[config.mk]
export PLATFORM = sky130hd
export DESIGN_NAME = rename_recovery_controller
export DESIGN_NICKNAME = d
export VERILOG_FILES = /design/src/rtl/rename_recovery_controller_pkg.sv /design/src/rtl/rename_recovery_controller_conflict_filter.sv /design/src/rtl/rename_recovery_controller.sv
export SDC_FILE = /design/constraint.sdc
export NUM_CORES = 1
export LEC_CHECK = 0
export BUFFER_PORTS_ARGS = -buffer_cell sky130_fd_sc_hd__buf_2
export CAP_MARGIN = 15
export CORE_UTILIZATION = 40
export DETAILED_ROUTE_END_ITERATION = 8
export PLACE_DENSITY = 0.77
export SETUP_SLACK_MARGIN = 0.15
export SYNTH_ARGS = -nofsm -noshare
export SYNTH_HDL_FRONTEND = slang
export SYNTH_HIERARCHICAL = 1
export SYNTH_SLANG_ARGS = --single-unit
export TNS_END_PERCENT = 10
[constraint.sdc]
create_clock -name clk -period 2.8 [get_ports clk]
set_input_delay 0.42 -clock clk [delete_from_list [all_inputs] [get_ports clk]]
set_output_delay 0.42 -clock clk [all_outputs]
set_load 0.02 [all_outputs]
[src/rtl/rename_recovery_controller_pkg.sv]
// Shared types for rename-state recovery.
//   RecoveryStateType  : recovery sequencer states
//   RecoveryWalkEntry  : one squashed active-list entry as seen by the walker
//   RECOVERY_FROM_*    : recoveryMode encoding
package RenameLogicTypes;

    localparam int unsigned RMT_INDEX_BIT_SIZE = 5;
    localparam int unsigned RMT_ENTRY_BIT_SIZE = 7;
    localparam int unsigned RRMT_COPY_WIDTH    = 8;

    localparam logic RECOVERY_FROM_RRMT        = 1'b0;
    localparam logic RECOVERY_FROM_ACTIVE_LIST = 1'b1;

    typedef enum logic [2:0] {
        IDLE,
        WALK,
        DRAIN,
        COPY,
        DONE
    } RecoveryStateType;

    typedef struct packed {
        logic                          writeReg;
        logic [RMT_INDEX_BIT_SIZE-1:0] logReg;
        logic [RMT_ENTRY_BIT_SIZE-1:0] prevPhy;
        logic [RMT_ENTRY_BIT_SIZE-1:0] newPhy;
    } RecoveryWalkEntry;

endpackage

[src/rtl/rename_recovery_controller_conflict_filter.sv]
// Same-group RMT write conflict filter.
// Lane 0 holds the youngest entry of a walk group. When two writing lanes target the same
// logical register, the younger lane is masked so the older (pre-squash) mapping is what
// lands in the RMT.
//   we_i   : per-lane raw write enables
//   lreg_i : per-lane destination logical registers (lane 0 in the low bits)
//   we_o   : filtered write enables
module rename_recovery_conflict_filter
    import RenameLogicTypes::*;
#(
    parameter int unsigned WALK_WIDTH = 2,
    parameter int unsigned LREG_WIDTH = 5
) (
    input  logic [WALK_WIDTH-1:0]            we_i,
    input  logic [WALK_WIDTH*LREG_WIDTH-1:0] lreg_i,
    output logic [WALK_WIDTH-1:0]            we_o
);

    always_comb begin
        we_o = we_i;
        for (int i = 0; i < WALK_WIDTH; i++) begin
            for (int j = i + 1; j < WALK_WIDTH; j++) begin
                if (we_i[j] && (lreg_i[j*LREG_WIDTH +: LREG_WIDTH] ==
                                lreg_i[i*LREG_WIDTH +: LREG_WIDTH])) begin
                    we_o[i] = 1'b0;
                end
            end
        end
    end

endmodule

[src/rtl/rename_recovery_controller.sv]
// Rename-state recovery sequencer, run after a pipeline flush.
//   RRMT mode        : bulk-copies RRMT -> RMT in fixed chunks, pulses a free-list reload.
//   Active-list mode : walks squashed entries youngest-first, restoring previous mappings
//                      into the RMT and returning new physical registers to the free list.
// Ports:
//   recoveryReq/Mode, flushHead, flushCount : start request (sampled in IDLE only)
//   alReadIdx/alReadEn                      : active-list read port (lane 0 = youngest)
//   alWriteReg/alLogReg/alPrevPhy/alNewPhy  : active-list read data, one cycle after read
//   rmtWE/rmtWAddr/rmtWData                 : RMT restore writes
//   freeListPush/freeListPushData           : free-list returns
//   rrmtCopyEn/rrmtCopyBase                 : RRMT chunk copy
//   freeListRestore                         : free-list reload pulse (first copy chunk)
//   renameStall, recoveryDone               : rename stall and completion pulse
module rename_recovery_controller #(
    parameter int unsigned WALK_WIDTH      = 2,
    parameter int unsigned AL_ENTRY_NUM    = 64,
    parameter int unsigned AL_INDEX_WIDTH  = 6,
    parameter int unsigned LREG_WIDTH      = RenameLogicTypes::RMT_INDEX_BIT_SIZE,
    parameter int unsigned PREG_WIDTH      = RenameLogicTypes::RMT_ENTRY_BIT_SIZE,
    parameter int unsigned RRMT_COPY_WIDTH = RenameLogicTypes::RRMT_COPY_WIDTH
) (
    input  logic                                clk,
    input  logic                                rstN,
    input  logic                                recoveryReq,
    input  logic                                recoveryMode,
    input  logic [AL_INDEX_WIDTH-1:0]           flushHead,
    input  logic [AL_INDEX_WIDTH:0]             flushCount,
    output logic [WALK_WIDTH*AL_INDEX_WIDTH-1:0] alReadIdx,
    output logic [WALK_WIDTH-1:0]               alReadEn,
    input  logic [WALK_WIDTH-1:0]               alWriteReg,
    input  logic [WALK_WIDTH*LREG_WIDTH-1:0]    alLogReg,
    input  logic [WALK_WIDTH*PREG_WIDTH-1:0]    alPrevPhy,
    input  logic [WALK_WIDTH*PREG_WIDTH-1:0]    alNewPhy,
    output logic [WALK_WIDTH-1:0]               rmtWE,
    output logic [WALK_WIDTH*LREG_WIDTH-1:0]    rmtWAddr,
    output logic [WALK_WIDTH*PREG_WIDTH-1:0]    rmtWData,
    output logic [WALK_WIDTH-1:0]               freeListPush,
    output logic [WALK_WIDTH*PREG_WIDTH-1:0]    freeListPushData,
    output logic                                rrmtCopyEn,
    output logic [LREG_WIDTH-1:0]               rrmtCopyBase,
    output logic                                freeListRestore,
    output logic                                renameStall,
    output logic                                recoveryDone
);

    import RenameLogicTypes::*;

    localparam logic [AL_INDEX_WIDTH:0] WalkStep = (AL_INDEX_WIDTH+1)'(WALK_WIDTH);
    localparam logic [LREG_WIDTH-1:0]   CopyStep = LREG_WIDTH'(RRMT_COPY_WIDTH);
    localparam logic [LREG_WIDTH-1:0]   LastCopyBase =
        LREG_WIDTH'((1 << LREG_WIDTH) - RRMT_COPY_WIDTH);

    RecoveryStateType                state_q, state_d;
    logic [AL_INDEX_WIDTH-1:0]       head_q, head_d;
    logic [AL_INDEX_WIDTH:0]         remain_q, remain_d;
    logic [LREG_WIDTH-1:0]           copy_base_q, copy_base_d;
    // Lanes whose read was issued last cycle; their data is on the al* inputs now.
    logic [WALK_WIDTH-1:0]           lane_valid_q, lane_valid_d;

    logic [AL_INDEX_WIDTH-1:0]       lane_idx [WALK_WIDTH];
    RecoveryWalkEntry                lane_entry [WALK_WIDTH];
    logic [WALK_WIDTH-1:0]           lane_we;

    // Lane i reads (head + remaining - 1 - i) mod depth; the truncation gives the wrap.
    for (genvar g = 0; g < WALK_WIDTH; g++) begin : g_lane
        logic [AL_INDEX_WIDTH:0] lane_sum;
        assign lane_sum    = {1'b0, head_q} + remain_q - (AL_INDEX_WIDTH+1)'(g + 1);
        assign lane_idx[g] = lane_sum[AL_INDEX_WIDTH-1:0];

        assign lane_entry[g] = '{
            writeReg: alWriteReg[g],
            logReg:   alLogReg[g*LREG_WIDTH +: LREG_WIDTH],
            prevPhy:  alPrevPhy[g*PREG_WIDTH +: PREG_WIDTH],
            newPhy:   alNewPhy[g*PREG_WIDTH +: PREG_WIDTH]
        };
        assign lane_we[g] = lane_valid_q[g] & lane_entry[g].writeReg;

        // Data buses are held at zero unless the lane actually writes.
        assign rmtWAddr[g*LREG_WIDTH +: LREG_WIDTH] =
            lane_we[g] ? lane_entry[g].logReg : '0;
        assign rmtWData[g*PREG_WIDTH +: PREG_WIDTH] =
            lane_we[g] ? lane_entry[g].prevPhy : '0;
        assign freeListPushData[g*PREG_WIDTH +: PREG_WIDTH] =
            lane_we[g] ? lane_entry[g].newPhy : '0;
    end

    assign freeListPush = lane_we;
    assign lane_valid_d = alReadEn;
    assign renameStall  = recoveryReq | (state_q != IDLE);

    rename_recovery_conflict_filter #(
        .WALK_WIDTH (WALK_WIDTH),
        .LREG_WIDTH (LREG_WIDTH)
    ) u_conflict_filter (
        .we_i   (lane_we),
        .lreg_i (alLogReg),
        .we_o   (rmtWE)
    );

    always_comb begin
        state_d         = state_q;
        head_d          = head_q;
        remain_d        = remain_q;
        copy_base_d     = copy_base_q;
        alReadEn        = '0;
        alReadIdx       = '0;
        rrmtCopyEn      = 1'b0;
        rrmtCopyBase    = '0;
        freeListRestore = 1'b0;
        recoveryDone    = 1'b0;

        case (state_q)
            IDLE: begin
                if (recoveryReq) begin
                    head_d      = flushHead;
                    remain_d    = flushCount;
                    copy_base_d = '0;
                    if (recoveryMode == RECOVERY_FROM_ACTIVE_LIST) begin
                        state_d = (flushCount == '0) ? DONE : WALK;
                    end else begin
                        state_d = COPY;
                    end
                end
            end
            WALK: begin
                for (int i = 0; i < WALK_WIDTH; i++) begin
                    if (remain_q > (AL_INDEX_WIDTH+1)'(i)) begin
                        alReadEn[i] = 1'b1;
                        alReadIdx[i*AL_INDEX_WIDTH +: AL_INDEX_WIDTH] = lane_idx[i];
                    end
                end
                if (remain_q > WalkStep) begin
                    remain_d = remain_q - WalkStep;
                end else begin
                    remain_d = '0;
                    state_d  = DRAIN;
                end
            end
            DRAIN: begin
                // Last read group's data is being written this cycle.
                state_d = DONE;
            end
            COPY: begin
                rrmtCopyEn      = 1'b1;
                rrmtCopyBase    = copy_base_q;
                freeListRestore = (copy_base_q == '0);
                if (copy_base_q == LastCopyBase) begin
                    copy_base_d = '0;
                    state_d     = DONE;
                end else begin
                    copy_base_d = copy_base_q + CopyStep;
                end
            end
            DONE: begin
                recoveryDone = 1'b1;
                state_d      = IDLE;
            end
            default: state_d = IDLE;
        endcase
    end

    always_ff @(posedge clk or negedge rstN) begin
        if (!rstN) begin
            state_q      <= IDLE;
            head_q       <= '0;
            remain_q     <= '0;
            copy_base_q  <= '0;
            lane_valid_q <= '0;
        end else begin
            state_q      <= state_d;
            head_q       <= head_d;
            remain_q     <= remain_d;
            copy_base_q  <= copy_base_d;
            lane_valid_q <= lane_valid_d;
        end
    end

    // A flush larger than the active list has no meaning.
    always_ff @(posedge clk) begin
        if (rstN && (state_q == IDLE) && recoveryReq &&
            (recoveryMode == RECOVERY_FROM_ACTIVE_LIST)) begin
            assert (flushCount <= (AL_INDEX_WIDTH+1)'(AL_ENTRY_NUM));
        end
    end

endmodule
==> flow_summary.ini <==
[clocking]
clock_sinks = 20
clk_pin_slew_ns = 0.08
ctsHoldBuffers = 0
clk_path_buf_depth = 2
clkLatencyLatePin_ns = 0.27
root_buffer = clkbuf_8
h-tree-depth = 1
cts_buffers = 3
cts_tree = yes

[routing]
ant_nets = 0
avgRoutedWirePerCell_um = 14.9
wl_um = 6060
drt_first_pass_iters = 4
drt_iter0_markers = 103
vias_per_cell = 5.38
via_count = 2195
drc = 0

[yosys]
synthCells = 239
synthSimpleGateAreaFrac_pct = 34.8
synth_area_leaders = dfrtp_1, and3_1, ha_1
syn_area_sq_um = 1850
synth_edf_count = 0
synthXorXnorAreaFrac_pct = 5.21
synth_top_cells_by_count = and3_1, nand2_1, dfrtp_1
ys.flop_type = dfrtp_1
synth.ff_latch_count = 20
synth.most_common_cell = and3_1
synth_fa_ha_area_share_pct = 8.53
synth_compound_area_share_pct = 17.0
synth_mux_area_share_pct = 1.08
synth-async-reset-ratio_pct = 100
synth_cell_type_count = 44
yosysWarnings = 6
synth_area_per_cell_sq_um = 7.73
yosysTopAreaCellShare_pct = 27.1
seq_area_frac_synth_pct = 27.1
synth_top_family_by_area = simple AND/OR/NAND/NOR gates
synth.largest_area_cell = dfrtp_1

[placed_design]
dp_hpwl_um = 4700
place_area_sq_um = 2470
place.gp.congestion = 0.945
numPortBuffers = 118

[sta]
hold_ws_ns = 0.0869
relSlewSlack_pct = 48.1
fin_crit_sh_pct = 101
fmax_ghz = 0.353
post-route-min-period_ns = 2.83
grt_setup_unrepaired = yes
slew_violations = 0
tightest_slew_ns = 0.779
setup_slack_ns = -0.0292
setup_tns_ns = -0.0335
fin_skew_ns = 0.00404
setup_violations = 2
hold_viol = 0

[worst_setup_path]
crit_type = reg2out
worst_path_max_delay_cell = dfrtp_2
cp.arrival_ns = 2.41
cpMostUsedCell = o21ai_0
startpoint_type = flop
crit_chain = ha_2, and2_1, o21ai_0, o21ai_0, or3_1, mux2i_2, buf_4
crit_path_end_kind = output pin
required_ns = 2.38
cp_max_fo = 8
slowest_delay_ns = 0.48

[global_route]
grt_use_met1_pct = 29.0
antenna_found_initial = 0
grt_busiest_layer = met2
grt.total_usage_pct = 24.0
grt_pass1_vias = 1982
grt_pass1_wl_um = 9350
grt_max_degree = 21
met2_usage_pct = 41.1
gr-total-overflow = 0
groute.layer.met3.usage_pct = 5.05

[floorplanning]
initial_utilization_pct = 42.2
die_height_um = 70.0
ioPinCount = 122
die_area_sq_um = 4900
die_x_um = 70.0
rows = 24
core-area_sq_um = 4380

[layout]
area_growth_pct = 47.0
n_antenna_cell = 0
drive_gt1_share_pct = 44.1
fin_area_sq_um = 2720
nets = 426

[pwr]
p_leak_nw = 1.58
power_mw = 3.52
power_per_cell_area_nw_per_um2 = 1300
vdd_drop_max_uv = 704

[run_status]
status = finished with violations
violations = negative setup slack

[worst_hold_path]
min_path_type = in2async

[run]
max_cap_violations = 0
-- layout make-up --
cell class	instances	area, sq um
sequential	20	502
multi-input combinational	195	1380
fill	399	1670
tap	52	65.1
timing repair buffer	125	667
clock buffer	4	55.1
inverter	12	45.0
-- what timing repair did --
item | in CTS | in global routing
pin swaps | 3 | 4
setup buffers | 3 | 1
gates resized for setup | 21 | 14
endpoints found under the setup margin | 7 | 8
-- layer usage --
| layer | wire (um) | vias up | part of all wire (%) |
|---|---|---|---|
| met5 | 0 | - | 0 |
| met4 | 172 | 0 | 2.8 |
| met3 | 421 | 16 | 6.9 |
| met2 | 2870 | 93 | 47 |
| met1 | 2600 | 1020 | 43 |
| li1 | - | 1066 | - |
-- through the flow --
step / setup slack, ns / utilization [%] / std cells
6_report: -0.0292 / 62.0 / 408
5_1_grt: -0.133 / 62.0 / 408
4_1_cts: -0.00303 / 60.2 / 407
3_5_place_dp: 0.0484 / 56.4 / 400
3_3_place_gp: 0.159 / 56.4 / 400
2_1_floorplan: 0.178 / - / 241
-- worst paths after layout --
check	to	startpoint	slack, ns	cells past startpoint
hold reg to reg	state_q[2]$_DFFE_PN0P_	state_q[2]$_DFFE_PN0P_	0.49	1
max in group asynchronous	remain_q[4]$_DFFE_PN0P_	rstN	2.38	1
setup / recovery	alReadIdx[5]	remain_q[4]$_DFFE_PN0P_	-0.03	7
min in group clk	head_q[3]$_DFFE_PN0P_	flushHead[3]	0.34	3
hold / removal	state_q[1]$_DFFE_PN0P_	rstN	0.09	1
setup reg to reg	remain_q[6]$_DFFE_PN0P_	remain_q[4]$_DFFE_PN0P_	0.96	4
-- cell families after synthesis --
| family | Yosys count |
|---|---|
| AO/OA/AOI/OAI | 46 |
| XOR/XNOR | 11 |
| adder cells (fa/ha/maj) | 12 |
| buffers and inverters | 26 |
| flip-flops | 20 |
| multiplexers | 2 |
| other | 1 |
| AND/OR/NAND/NOR | 121 |
-- sequential cells by signal (all words and copies together), names as in the netlist --
| signal | cells |
|---|---|
| head_q | 6 |
| remain_q | 7 |
| lane_valid_q | 2 |
| copy_base_q | 2 |
| state_q | 3 |
-- layout by cell type (no fill, tap or decap), types with 4 or more instances in the layout --
| cell | synthesis | layout |
|---|---|---|
| buf_4 | 4 | 9 |
| and3_1 | 38 | 38 |
| dfrtp_1 | 20 | 19 |
| and2_1 | 7 | 7 |
| o21ai_0 | 12 | 12 |
| inv_1 | 12 | 11 |
| a21oi_1 | 8 | 4 |
| clkbuf_8 | 0 | 4 |
| nor3_1 | 6 | 5 |
| nand2_1 | 31 | 30 |
| ha_2 | 0 | 4 |
| ha_1 | 11 | 6 |
| buf_2 | 0 | 113 |
| o21ai_1 | 4 | 4 |
| xor2_1 | 8 | 5 |
| nor2_1 | 17 | 17 |
| or3_1 | 5 | 5 |
-- report_power, final --
part	switching (mW)	leakage, nW	internal [mW]	total (mW)
Sequential	0.175	0.251	0.420	0.595
Clock	0.104	0.0288	0.126	0.230
Combinational	1.53	1.30	1.16	2.69
-- worst max-delay path, delay by kind of cell (launching register included) --
kind,cells,cell delay (ns)
compound gates,2,0.42
simple gates,2,0.57
mux,1,0.14
flops,1,0.48
buf+inv,1,0.16
fa+ha+maj,1,0.35
(Power assumes the default switching activity.)
